`src/rtl/uart_tx_if.sv`:
```
// uart_tx_if: byte valid/ready handshake into the UART transmitter.
interface uart_tx_if;
  logic [7:0] tx_data;
  logic       tx_valid;
  logic       tx_ready;
  modport master (output tx_data, output tx_valid, input tx_ready);
  modport slave (input tx_data, input tx_valid, output tx_ready);
endinterface

```
`src/rtl/uart_tx.sv`:
```
// uart_tx: 8N1 serial transmitter with a one-byte holding register in front of the shifter.
// Define UART_TX_PARITY_EN to insert an even-parity bit before stop (11-bit frame).
module uart_tx #(
  parameter int BAUD_RATE  = 115_200,
  parameter int CLOCK_RATE = 200_000_000
) (
  input  logic     clk_tx,
  input  logic     rst_clk_tx,
  uart_tx_if.slave tx,
  output logic     txd_o,
  output logic     tx_busy
);
  localparam int BIT_DIV = (CLOCK_RATE + BAUD_RATE / 2) / BAUD_RATE;
  localparam int CW = $clog2(BIT_DIV);
  if (BIT_DIV < 2) begin : g_div_check
    $error("uart_tx: BIT_DIV must be at least 2");
  end
  typedef enum logic [2:0] {
    IDLE,
    START,
    DATA,
`ifdef UART_TX_PARITY_EN
    PARITY,
`endif
    STOP
  } state_t;
  state_t        state, state_nx;
  logic [CW-1:0] cnt;
  logic [2:0]    idx;
  logic [7:0]    shift, hold_data;
  logic          hold_full, load, bit_end, txd_nx, busy_nx;
`ifdef UART_TX_PARITY_EN
  logic          par;
`endif
  assign tx.tx_ready = !hold_full;
  assign bit_end = cnt == CW'(BIT_DIV - 1);
  // Every state other than IDLE is left only at a bit end, so clearing there covers state entry.
  always_ff @(posedge clk_tx) begin
    if (rst_clk_tx) begin
      state     <= IDLE;
      cnt       <= '0;
      idx       <= '0;
      shift     <= '0;
      hold_data <= '0;
      hold_full <= 1'b0;
      txd_o     <= 1'b1;
      tx_busy   <= 1'b0;
`ifdef UART_TX_PARITY_EN
      par       <= 1'b0;
`endif
    end else begin
      state     <= state_nx;
      cnt       <= bit_end || state == IDLE ? '0 : cnt + 1'b1;
      idx       <= state != DATA ? '0 : bit_end ? idx + 3'd1 : idx;
      shift     <= load ? hold_data : state == DATA && bit_end ? shift >> 1 : shift;
      hold_full <= !load && (hold_full || tx.tx_valid);
      hold_data <= tx.tx_valid && !hold_full ? tx.tx_data : hold_data;
      txd_o     <= txd_nx;
      tx_busy   <= busy_nx;
`ifdef UART_TX_PARITY_EN
      par       <= load ? ^hold_data : par;
`endif
    end
  end
  always_comb begin
    state_nx = state;
    load     = 1'b0;
    case (state)
      IDLE: begin
        state_nx = hold_full ? START : IDLE;
        load     = hold_full;
      end
      START: state_nx = bit_end ? DATA : START;
      DATA: if (bit_end && idx == 3'd7)
`ifdef UART_TX_PARITY_EN
        state_nx = PARITY;
      PARITY: state_nx = bit_end ? STOP : PARITY;
`else
        state_nx = STOP;
`endif
      STOP: if (bit_end) begin
        state_nx = hold_full ? START : IDLE;
        load     = hold_full;
      end
      default: state_nx = IDLE;
    endcase
  end
  always_comb begin
    txd_nx = state == START ? 1'b0 : state == DATA ? shift[0] :
`ifdef UART_TX_PARITY_EN
             state == PARITY ? par :
`endif
             1'b1;
    busy_nx = state != IDLE || hold_full;
  end
endmodule

```
`src/flat_wrapper.sv`:
```
// flat-port wrapper written by rule: the top's interface ports become plain ports
module uart_tx_flat 
#(
  parameter int BAUD_RATE  = 115_200,
  parameter int CLOCK_RATE = 200_000_000
)
  (clk_tx, rst_clk_tx, txd_o, tx_busy, tx_tx_data, tx_tx_valid, tx_tx_ready);
  uart_tx_if tx_i ();
  input  logic clk_tx;
  input  logic rst_clk_tx;
  output logic txd_o;
  output logic tx_busy;
  input wire logic [$bits(tx_i.tx_data)-1:0] tx_tx_data;
  input wire logic [$bits(tx_i.tx_valid)-1:0] tx_tx_valid;
  output wire logic [$bits(tx_i.tx_ready)-1:0] tx_tx_ready;
  assign tx_i.tx_data = tx_tx_data;
  assign tx_i.tx_valid = tx_tx_valid;
  assign tx_tx_ready = tx_i.tx_ready;
  uart_tx #(.BAUD_RATE(BAUD_RATE), .CLOCK_RATE(CLOCK_RATE)) u_core (.clk_tx(clk_tx), .rst_clk_tx(rst_clk_tx), .tx(tx_i), .txd_o(txd_o), .tx_busy(tx_busy));
endmodule
```
`config.mk`:
```
export PLATFORM = sky130hd
export DESIGN_NAME = uart_tx_flat
export DESIGN_NICKNAME = d
export VERILOG_FILES = /design/src/rtl/uart_tx_if.sv /design/src/rtl/uart_tx.sv /design/src/flat_wrapper.sv
export SDC_FILE = /design/constraint.sdc
export NUM_CORES = 1
export LEC_CHECK = 0
export ABC_AREA = 0
export BUFFER_PORTS_ARGS = -buffer_cell sky130_fd_sc_hd__buf_2
export CORE_UTILIZATION = 62
export DETAILED_ROUTE_END_ITERATION = 10
export PLACE_DENSITY = 0.9
export SLEW_MARGIN = 10
export SYNTH_ARGS = -nofsm -noshare
export SYNTH_HDL_FRONTEND = slang
export SYNTH_SLANG_ARGS = --single-unit
```
`constraint.sdc`:
```
create_clock -name clk_tx -period 3.67 [get_ports clk_tx]
set_clock_uncertainty 0.15 [all_clocks]
set_input_delay 0.1835 -clock clk_tx [delete_from_list [all_inputs] [get_ports clk_tx]]
set_output_delay 0.1835 -clock clk_tx [all_outputs]
set_load 0.02 [all_outputs]
```
# Yosys cells after proc, flatten, opt, wreduce, memory -nomap -nowiden
# Index checks and enable logic that the tools add are counted.
dict set report word_totals {
  regBits 36
  input_bits 11
  output_inout_bits 3
  wordCells 44
}
dict set report op_classes {
  n_addsub 2
  n_eq_ne 8
  mux 11
  reduce_logical 15
}
# op n
set ops {}
lappend ops {{$mux W8} 2}
lappend ops {{$pmux W3 S4} 1}
lappend ops {{$add A11 B1 Y11 const B} 1}
lappend ops {{$eq A11 B11 Y1 const B} 1}
lappend ops {{$eq A3 B2 Y1 const B} 2}
lappend ops {{$mux W3} 2}
lappend ops {{$logic_and A1 B1 Y1} 4}
lappend ops {{$mux W1} 4}
lappend ops {{$reduce_or A2 Y1} 2}
lappend ops {{$add A3 B1 Y3 const B} 1}
lappend ops {{$eq A3 B1 Y1 const B} 1}
lappend ops {{$eq A3 B3 Y1 const B} 1}
lappend ops {{$logic_not A3 Y1} 1}
lappend ops {{$logic_or A1 B1 Y1} 3}
lappend ops {{$ne A3 B2 Y1 const B} 1}
lappend ops {{$reduce_bool A3 Y1} 1}
lappend ops {{$logic_not A1 Y1} 2}
lappend ops {{$mux W2} 1}
lappend ops {{$ne A2 B1 Y1 const B} 1}
lappend ops {{$ne A2 B2 Y1 const B} 1}
lappend ops {{$pmux W1 S2} 1}
lappend ops {{$reduce_and A2 Y1} 1}
lappend ops {{$reduce_bool A2 Y1} 1}

# Longest topological paths before layout
# Gate-level depths: netlist of the first run.
dict set report logic_depth {
  depth_word 5
  depth_mapped 7
  ltp_nobuf 5
}

# Worst setup path before layout of the first run
# No wires, ideal clock.
dict set report synth_path {
  path_kind {register -> register}
  startpoint {register u_core.cnt[0]}
  endpoint {register u_core.cnt[10]}
  setup_time_ns 0.064
  arrival_ns 1.579
  required_ns 3.456
  slack_ns 1.877
  stages_incl_launch_ff 8
  n_path_buf 2
  period_less_slack_ns 1.793
  path_cell_list {dfxtp_1 ha_1 and4_1 and3_1 buf_6 or3_4 buf_6 nor2_1}
}
dict set report synth_between {
  elab_chain_cells 3
  word_cells_on_any_way 4
  classes_between {add/sub: 1; eq/ne: 1; reduce/logical: 2}
}
# element line
set synth_lines {}
lappend synth_lines {{from (decl)} uart_tx.sv:28} ;# logic [CW-1:0] cnt;
lappend synth_lines {{from (signal assigned)} uart_tx.sv:53} ;# cnt <= bit_end || state == IDLE ? '0 : cnt + 1'b1;
lappend synth_lines {{parallel branches: the longest is 3 deep, another holds $add A11 B1 Y11} -}
# Several ways; the timed one is not identified.
# A chain may end at the register's enable or synchronous reset.

# Worst setup path after layout of the first run
dict set report layout_path {
  startpoint {register u_core.cnt[0]}
  endpoint {register u_core.shift[5]}
}
dict set report layout_between {
  elab_chain_cells 4
  word_cells_on_any_way 6
  classes_between {eq/ne: 1; mux: 3; reduce/logical: 2}
}
# element line
set layout_lines {}
lappend layout_lines {{$eq A11 B11 Y1 *} uart_tx.sv:36} ;# assign bit_end = cnt == CW'(BIT_DIV - 1);
lappend layout_lines {{$mux W1} uart_tx.sv:81} ;# STOP: if (bit_end) begin
lappend layout_lines {{$pmux W1 S2} uart_tx.sv:68} ;# case (state)
lappend layout_lines {{$mux W8 or $reduce_bool A2 Y1 (tied branches)} -}
lappend layout_lines {{to (signal assigned)} uart_tx.sv:55} ;# shift <= load ? hold_data : state == DATA && bit_end ? shift >> 1 : shift;
lappend layout_lines {{to (decl)} uart_tx.sv:30} ;# logic [7:0] shift, hold_data;
# Mark *: on every way between the ends. The rest lies on a longest branch, timed or not.

==> results of run 1 <==
[cell type report]
class | instances | area, um^2
Clock inverter | 2 | 12.5
Tap cell | 28 | 35.0
Fill cell | 150 | 533
Clock buffer | 6 | 41.3
Inverter | 7 | 26.3
Sequential cell | 35 | 701
Timing Repair Buffer | 22 | 155
Multi-Input combinational cell | 120 | 772
[worst max path at each step]
| stage | endpoint | depth (start not counted) |
|---|---|---|
| after global routing | u_core.shift[5]$_SDFFE_PP0P_ | 5 |
| after detailed placement | u_core.shift[3]$_SDFFE_PP0P_ | 5 |
| after CTS | u_core.shift[5]$_SDFFE_PP0P_ | 5 |
| after floorplan | u_core.cnt[10]$_SDFF_PP0_ | 7 |
| final | u_core.shift[5]$_SDFFE_PP0P_ | 5 |
| after global placement | u_core.state[0]$_SDFFE_PP0P_ | 5 |
[cell families after synthesis]
| family | after synthesis |
|---|---|
| xor gates and xnor gates | 10 |
| DFF | 35 |
| muxes | 11 |
| and+or+nand+nor | 73 |
| buffers and inverters | 15 |
| AOI/OAI and AO/OA | 19 |
| adders and majority gates | 7 |
[Yosys cell counts, types with 2 or more instances]
master    count
nand3_1      12
a21oi_1       3
a211oi_1      2
ha_1          7
mux2i_1      11
xnor2_1       8
nand2_1      11
nand2b_1      3
xor2_1        2
inv_1         7
o21bai_1      2
a311oi_1      7
nor2_1       30
dfxtp_1      35
buf_6         2
nor3_1       10
clkbuf_1      4
[stage by stage]
stage | power [mW] | worst slack (ps) | instances | hold WS [ps] | instance area, um^2
final | 0.698 | 1510 | 220 | 73.8 | 1740
after global routing | 0.729 | 1350 | 220 | 59.5 | 1740
after detailed placement | 0.489 | 1570 | 203 | 274 | 1600
after floorplan | 0.470 | 1880 | 170 | 112 | 1550
after global placement | 0.484 | 1720 | 203 | 265 | 1600
after CTS | 0.692 | 1550 | 220 | 67.8 | 1740
[sequential cells by signal, indices dropped and copies added (netlist names)]
name              cells
u_core.txd_o          1
u_core.cnt           11
u_core.state          2
u_core.hold_full      1
u_core.tx_busy        1
u_core.idx            3
u_core.hold_data      8
u_core.shift          8
[power breakdown]
group | switching (mW) | internal (mW) | total, mW
Combinational | 0.0452 | 0.0360 | 0.0812
Clock | 0.132 | 0.0739 | 0.206
Sequential | 0.0111 | 0.399 | 0.410
[per-layer routing]
metal / GRT usage (%) / vias up
li1: - / 631
met1: 30.6 / 595
met2: 47.9 / 43
met3: 12.6 / 7
met4: 14.4 / 0
met5: 0 / -
[repair_timing]
| item | in CTS | in global routing |
|---|---|---|
| hold buffers | 9 | 0 |
| buffers inserted | 0 | 0 |
| endpoints found under the hold margin | 9 | 0 |
==> flow_summary.toml, run 1 <==
[outcome]
outcome = "finished, final reports clean"

[worst_setup_path]
cp_cell_sequence = "ha_1, and4_1, and3_1, nand3_1, a311oi_1"
rr_worst_depth = 5
slowest_stage = "and3_1"
critPathBufInv = 0
crit_arrival_ps = 2270
r2r-start = "u_core.cnt[0]$_SDFF_PP0_"
regToRegSetupSlack_ps = 1510
rr_endpoint = "u_core.shift[5]$_SDFFE_PP0P_"
critPathKind = "flop to flop"
crit_path_end_kind = "flop"
startpoint = "u_core.cnt[0]$_SDFF_PP0_"
crit_family = "simple AND/OR/NAND/NOR gates"
required_ps = 3780
path_max_fanout = 15
crit_path_start_kind = "flop"
cp_slowest_stage_delay_ps = 560

[clock_network]
cts_tree = "done"
cts_sinks = 35
cts_root_buf = "clkbuf_4"
clkTransAtPathRegs_ps = 120
htreeDepth = 2
clock_path_buffers = 2
cts_resized = 0
cts_buffers = 5
insertion_delay_ps = 350

[synth]
synth_top_family_by_area = "simple AND/OR/NAND/NOR gates"
synth_top_cell_by_area = "dfxtp_1"
synth_mux_area_share_pct = 7.11
synth_xor_area_share_pct = 5.66
synth_compound_area_share_pct = 9.46
synth_top_area_share_pct = 45.3
synth-seq-cells = 35
postSynthAreaPerCell_um2 = 9.10
netlist_area_um2 = 1550
synth_simple_gate_area_share_pct = 22.0
ys_seq_area_share_pct = 45.3
async_reset_ff_share_pct = 0
syn_inst = 170
synth_area_leaders = "dfxtp_1 (45%), nor2_1 (7.3%), mux2i_1 (7.1%)"
synth-main-ff-cell = "dfxtp_1"
yosys.area_share.adder_pct = 5.66
synth_cell_type_count = 31
syn-num-nets = 188
synth_edf_count = 0
yosysWarnings = 0

[placement]
globalplace.congestion = 0.781
dp_hpwl_mm = 2.07
numPortBuffers = 13

[timing]
rsz0062_at_grt = "no"
fin_setup_tns_ps = 0
tightestPinTransition_ps = 898
final_max_slew_viol_count = 0
max_slew_margin_pct = 40.0
finalHoldViolations = 0
setup_viol = 0
period_needed_ps = 2160
max_freq_mhz = 463
final_min_period_over_clock_period_pct = 58.8

[floorplan]
initial_core_util_pct = 68.0
ios = 14
die_w_um = 52.0
rows = 17
core_um2 = 2280
die_area_um2 = 2700
fp.dieH_um = 52.0

[drt]
top_layer = "met4"
wl_met2_mm = 1.60
drtIter0Drc = 37
wl_met3_um = 181
route.detailed.wl_per_inst_um = 14.8
avgViaCountPerCell = 5.80
drt_wl_total_mm = 3.27
dr_total_vias = 1276
drtAntennaViolNets = 0
drt-met1-wl_mm = 1.41
dr.pass1.iters = 4
drcViolationCount = 0

[job]
drv_cap = 0

[finish]
post-route-util_pct = 76.6
antenna-diode-count = 0
nNetsFinal = 209
final_cell_mix = "dfxtp_1 (35), nor2_1 (30), buf_2 (13)"
layout-drive-gt1-share_pct = 10.9
area_growth_pct = 12.6
final_common_cell = "dfxtp_1"

[power_and_ir_drop]
p_leak_nw = 0.632
p_per_area_nw_per_um2 = 400
peakVddDrop_uv = 323

[hold_path]
worst_hold_path.endpoint = "u_core.hold_data[7]$_SDFFE_PP0P_"
holdPathStages = 2
worstHoldStart = "rst_clk_tx"
worstHoldPathType = "input port to flop"

[global_routing]
grt_usage_pct = 28.8
grt_first_pass_wirelength_mm = 5.38
grt_pass1_vias = 1227
grt_max_degree = 24
grt_antenna_before_repair = 0
gr-total-overflow = 0
No activity file was read; power rests on OpenSTA's default activity.
==> inputs of run 2 (changes only) <==
ABC_AREA = 1   (was 0)
CORE_UTILIZATION = 52   (was 62)
PLACE_DENSITY = 0.81   (was 0.9)
clock period = 1.75 ns   (was 3.67 ns; I/O delays follow)
==> run 2 against run 1 <==
Net effect: power up 110%; first-iteration DRC count grew 54%; synthesized area is 7.0% higher; fmax up 28%; synthesized cell count rose by 26%; critical path depth grew 3; core utilization fell by 11 points; sequential power is 110% higher; register-to-register slack worse by 1400 ps; sequential share of layout area is 4.9 points lower; critical path type unchanged; largest power group unchanged; highest routed layer unchanged.
==> flow_summary.toml, run 2 <==
[outcome]
outcome = "finished, final reports clean"

[floorplan]
initial_core_util_pct = 54.7
die_w_um = 58.4
die_area_um2 = 3420
ios = 14
core_um2 = 3030
rows = 20
fp.dieH_um = 58.4

[clock_network]
clkTransAtPathRegs_ps = 90
cts_tree = "done"
cts_root_buf = "clkbuf_4"
cts_sinks = 35
htreeDepth = 2
insertion_delay_ps = 320
cts_buffers = 5
clock_path_buffers = 2

[power_and_ir_drop]
peakVddDrop_uv = 506
p_leak_nw = 0.819
p_per_area_nw_per_um2 = 743

[synth]
synth-main-ff-cell = "dfxtp_1"
synth_cell_type_count = 25
synth-seq-cells = 35
syn-num-nets = 232
yosysMostFrequentCell = "dfxtp_1"
async_reset_ff_share_pct = 0
ys_seq_area_share_pct = 42.3
synth_edf_count = 0
yosysWarnings = 0
postSynthAreaPerCell_um2 = 7.74
synth_commonest_cells = "dfxtp_1 (35), nand2_1 (27), nor2_1 (25)"
synth_top_cell_by_area = "dfxtp_1"
synth_top_area_share_pct = 42.3
syn_inst = 214
synth_area_leaders = "dfxtp_1 (42%), nand3_1 (6.3%), nand2_1 (6.1%)"
netlist_area_um2 = 1660

[drt]
top_layer = "met4"
drcViolationCount = 0
avgViaCountPerCell = 5.16
wl_met3_um = 128
drt_wl_total_mm = 3.45
dr_total_vias = 1491
drtAntennaViolNets = 0
drtIter0Drc = 57
wl_met2_mm = 1.76
route.detailed.wl_per_inst_um = 11.9
drt-met1-wl_mm = 1.54
dr.pass1.iters = 4

[worst_setup_path]
crit_family = "simple AND/OR/NAND/NOR gates"
path_max_fanout = 7
crit_arrival_ps = 1740
regToRegSetupSlack_ps = 70
crit_path_end_kind = "flop"
slowest_stage = "dfxtp_2"
required_ps = 1810
critPathKind = "flop to flop"
cp_slowest_stage_delay_ps = 340
cp_cell_sequence = "inv_1, ha_2, nor2_1, nor3_4, buf_6, nand3_1, nand2_1, a21oi_2"
crit_path_start_kind = "flop"
critPathBufInv = 2

[finish]
area_growth_pct = 20.5
post-route-util_pct = 66.0
antenna-diode-count = 0
layout.cells.non_filler = 289
top_register = "u_core.cnt"
final_common_cell = "dfxtp_1"
final_cell_mix = "dfxtp_1 (31), nand2_1 (27), nor2_1 (24)"
nNetsFinal = 264
largest_register_ffs = 11
top_regs = "u_core.cnt (11), u_core.hold_data (8), u_core.shift (8)"
layout-drive-gt1-share_pct = 20.0

[job]
drv_cap = 0

[timing]
fin_setup_tns_ps = 0
tightestPinTransition_ps = 395
max_slew_margin_pct = 73.6
period_needed_ps = 1680
max_freq_mhz = 595
finalHoldViolations = 0
final_min_period_over_clock_period_pct = 96.0
setup_viol = 0
final_max_slew_viol_count = 0

[global_routing]
grt_usage_pct = 22.1
gr-total-overflow = 0
grt_max_degree = 17
grt_antenna_before_repair = 0
grt_pass1_vias = 1367
grt_first_pass_wirelength_mm = 5.71

[placement]
numPortBuffers = 13
globalplace.congestion = 0.880
dp.cells = 272
dp_hpwl_mm = 2.23

[hold_path]
worstHoldPathType = "flop to flop"
==> run 2: cell families (layout without fill, tap and decap cells) <==
kind of cell	Yosys count	after routing	share of synthesized area, %
AOI/OAI and AO/OA	41	41	13.0
xor gates and xnor gates	5	5	2.64
adders and majority gates	7	7	5.29
buffers and inverters	31	62	7.63
DFF	35	35	42.3
and+or+nand+nor	95	95	29.2
==> run 2: report_power, final <==
part | switching, mW | total (mW) | leakage, nW | internal (mW)
Combinational | 0.136 | 0.238 | 0.507 | 0.102
Sequential | 0.0195 | 0.861 | 0.288 | 0.841
Clock | 0.241 | 0.384 | 0.0242 | 0.143
==> run 2: repair_timing <==
action                                  4_1_cts  5_1_grt
gates resized for setup                       0       12
hold endpoints to repair                     18        0
setup buffers                                 0        1
endpoints found under the setup margin        0       14
hold buffers                                 10        0
==> run 2: cell type report <==
cell class,instances,area [um^2]
well taps,44,55.1
flip-flops and latches,35,706
fillers,236,1030
clock buffers,6,41.3
multi-input cells,148,860
inverters,25,93.8
repair buffers,31,241
==> run 2: per-layer routing <==
layer,up-vias,track usage [%]
met3,2,5.49
met5,-,0
met4,0,8.84
li1,763,-
met2,36,37.9
met1,690,26.5
==> run 2: through the flow <==
| step | hold WS, ps | total power [mW] | cell area (um^2) | worst slack [ps] |
|---|---|---|---|---|
| floorplan | 94.0 | 1.02 | 1660 | 43.6 |
| global placement | 206 | 1.06 | 1800 | 92.0 |
| detailed placement | 208 | 1.07 | 1800 | 64.7 |
| CTS | 303 | 1.46 | 1940 | 44.1 |
| global route | 290 | 1.56 | 2000 | -15.6 |
| finish | 271 | 1.48 | 2000 | 69.3 |
==> run 2: worst paths after layout <==
kind                                      from                           end  cells after the start
setup / recovery  u_core.state[0]$_SDFFE_PP0P_  u_core.shift[5]$_SDFFE_PP0P_                      8
hold / removal        u_core.cnt[0]$_SDFF_PP0_      u_core.cnt[0]$_SDFF_PP0_                      1
setup reg to reg  u_core.state[0]$_SDFFE_PP0P_  u_core.shift[5]$_SDFFE_PP0P_                      8
hold reg to reg       u_core.cnt[0]$_SDFF_PP0_      u_core.cnt[0]$_SDFF_PP0_                      1
==> inputs of run 3 (changes only) <==
BUFFER_PORTS_ARGS = -buffer_cell sky130_fd_sc_hd__buf_4   (was -buffer_cell sky130_fd_sc_hd__buf_2)
==> run 3 against run 2 <==
Net effect: power grew 6.8%; critical path depth shrank 1; via count decreased by 0.87%; wire length decreased by 1.5%; hold slack about the same; count of clock-buffer cells in the layout rose by 2; critical path type unchanged; highest routed layer unchanged.
==> flow_summary.toml, run 3 (synthesis gave the netlist of run 2 again) <==
[outcome]
outcome = "finished, final reports clean"

[clock_network]
cts_sinks = 35
insertion_delay_ps = 330
htreeDepth = 2
clkTransAtPathRegs_ps = 100
cts_buffers = 5
cts_tree = "done"
cts_setup_buffers = 0
clock_path_buffers = 2
cts_root_buf = "clkbuf_4"

[worst_setup_path]
crit_path_end_kind = "flop"
required_ps = 1830
crit_arrival_ps = 1810
crit_path_start_kind = "flop"
r2r-start = "u_core.state[0]$_SDFFE_PP0P_"
rr_worst_depth = 7
critPathKind = "flop to flop"
regToRegSetupSlack_ps = 20
rr_endpoint = "u_core.shift[0]$_SDFFE_PP0P_"
path_max_fanout = 7

[timing]
final_min_period_over_clock_period_pct = 99.1
final_max_slew_viol_count = 0
rsz0062_at_grt = "yes"
setup_viol = 0
holdWs_ps = 271
max_freq_mhz = 576
tightestPinTransition_ps = 392
period_needed_ps = 1730
finalHoldViolations = 0
max_slew_margin_pct = 73.8

[finish]
area_growth_pct = 22.3
nNetsFinal = 263
largest_register_ffs = 11
final_common_cell = "dfxtp_1"
top_register = "u_core.cnt"
final_cell_mix = "dfxtp_1 (34), nand2_1 (26), nor2_1 (24)"
antenna-diode-count = 0
layout-drive-gt1-share_pct = 19.9
top_regs = "u_core.cnt (11), u_core.hold_data (8), u_core.shift (8)"

[drt]
drtAntennaViolNets = 0
drcViolationCount = 0
dr.pass1.iters = 4
avgViaCountPerCell = 5.10
dr_total_vias = 1478
route.detailed.wl_per_inst_um = 11.7
drt_wl_total_mm = 3.40
drtIter0Drc = 48

[hold_path]
holdPathStages = 1
worstHoldStart = "u_core.cnt[0]$_SDFF_PP0_"
worstHoldPathType = "flop to flop"
worst_hold_path.endpoint = "u_core.cnt[0]$_SDFF_PP0_"

[floorplan]
core_um2 = 3030
fp.dieH_um = 58.4
ios = 14
die_area_um2 = 3420
rows = 20
die_w_um = 58.4
initial_core_util_pct = 54.7

[power_and_ir_drop]
peakVddDrop_uv = 538
p_per_area_nw_per_um2 = 782
p_leak_nw = 0.817
p_total_mw = 1.58

[global_routing]
grt_first_pass_wirelength_mm = 5.81
grt_max_degree = 17
grt_usage_pct = 22.8
grt_pass1_vias = 1353
gr-total-overflow = 0
grt_antenna_before_repair = 0

[placement]
numPortBuffers = 13
globalplace.congestion = 0.811
dp_hpwl_mm = 2.21

[job]
drv_cap = 0
## run 3: worst max path at each step
stage	start	endpoint	slack, ps	cells after the start
6_report	u_core.state[0]$_SDFFE_PP0P_	u_core.shift[0]$_SDFFE_PP0P_	20	7
4_1_cts	u_core.cnt[0]$_SDFF_PP0_	u_core.shift[7]$_SDFFE_PP0P_	4	9
3_3_place_gp	u_core.cnt[0]$_SDFF_PP0_	u_core.cnt[7]$_SDFF_PP0_	80	7
3_5_place_dp	u_core.cnt[0]$_SDFF_PP0_	u_core.cnt[7]$_SDFF_PP0_	40	7
5_1_grt	u_core.cnt[1]$_SDFF_PP0_	u_core.shift[7]$_SDFFE_PP0P_	-80	9
2_1_floorplan	u_core.state[0]$_SDFFE_PP0P_	u_core.shift[5]$_SDFFE_PP0P_	40	7
## run 3: metal layers
metal  vias to the layer above  track usage, %  wire, um
met1                       670            26.3      1480
met2                        33            40.1      1710
met5                         -               0         0
met4                         0            10.5        82
li1                        765               -         -
met3                        10            5.05       133
## run 3: what timing repair did
action,CTS,global route
endpoints found under the hold margin,19,0
setup endpoints to repair,2,14
hold buffers,10,0
pin swaps,1,2
resized for setup,2,7
## run 3: worst max-delay path: stages, from the launching register on
cell and delay (ps):
dfxtp_1 370, inv_1 90, ha_1 350, nor3_4 240
buf_4 200, nand3_1 90, nand2_1 90, a21oi_1 60
## run 3: cell type report
type	instances	area, um^2
fillers	245	1000
multi-input cells	148	856
flip-flops and latches	35	702
repair buffers	30	250
inverters	25	93.8
clock buffers	8	68.8
well taps	44	55.1
## run 3: report_power, final
part	switching, mW	total, mW	internal (mW)
Clock	0.255	0.491	0.236
Sequential	0.0192	0.860	0.841
Combinational	0.131	0.233	0.101
## run 3: metrics by stage
stage	setup WS [ps]	utilization (%)	std cells	instance area, um^2	TNS (ps)
finish	15.3	66.9	290	2030	0
global route	-75.8	66.9	290	2030	-421
CTS	4.15	66.2	290	2000	0
detailed placement	43.8	60.4	272	1830	0
global placement	80.0	60.4	272	1830	0
floorplan	43.6	-	214	1660	0
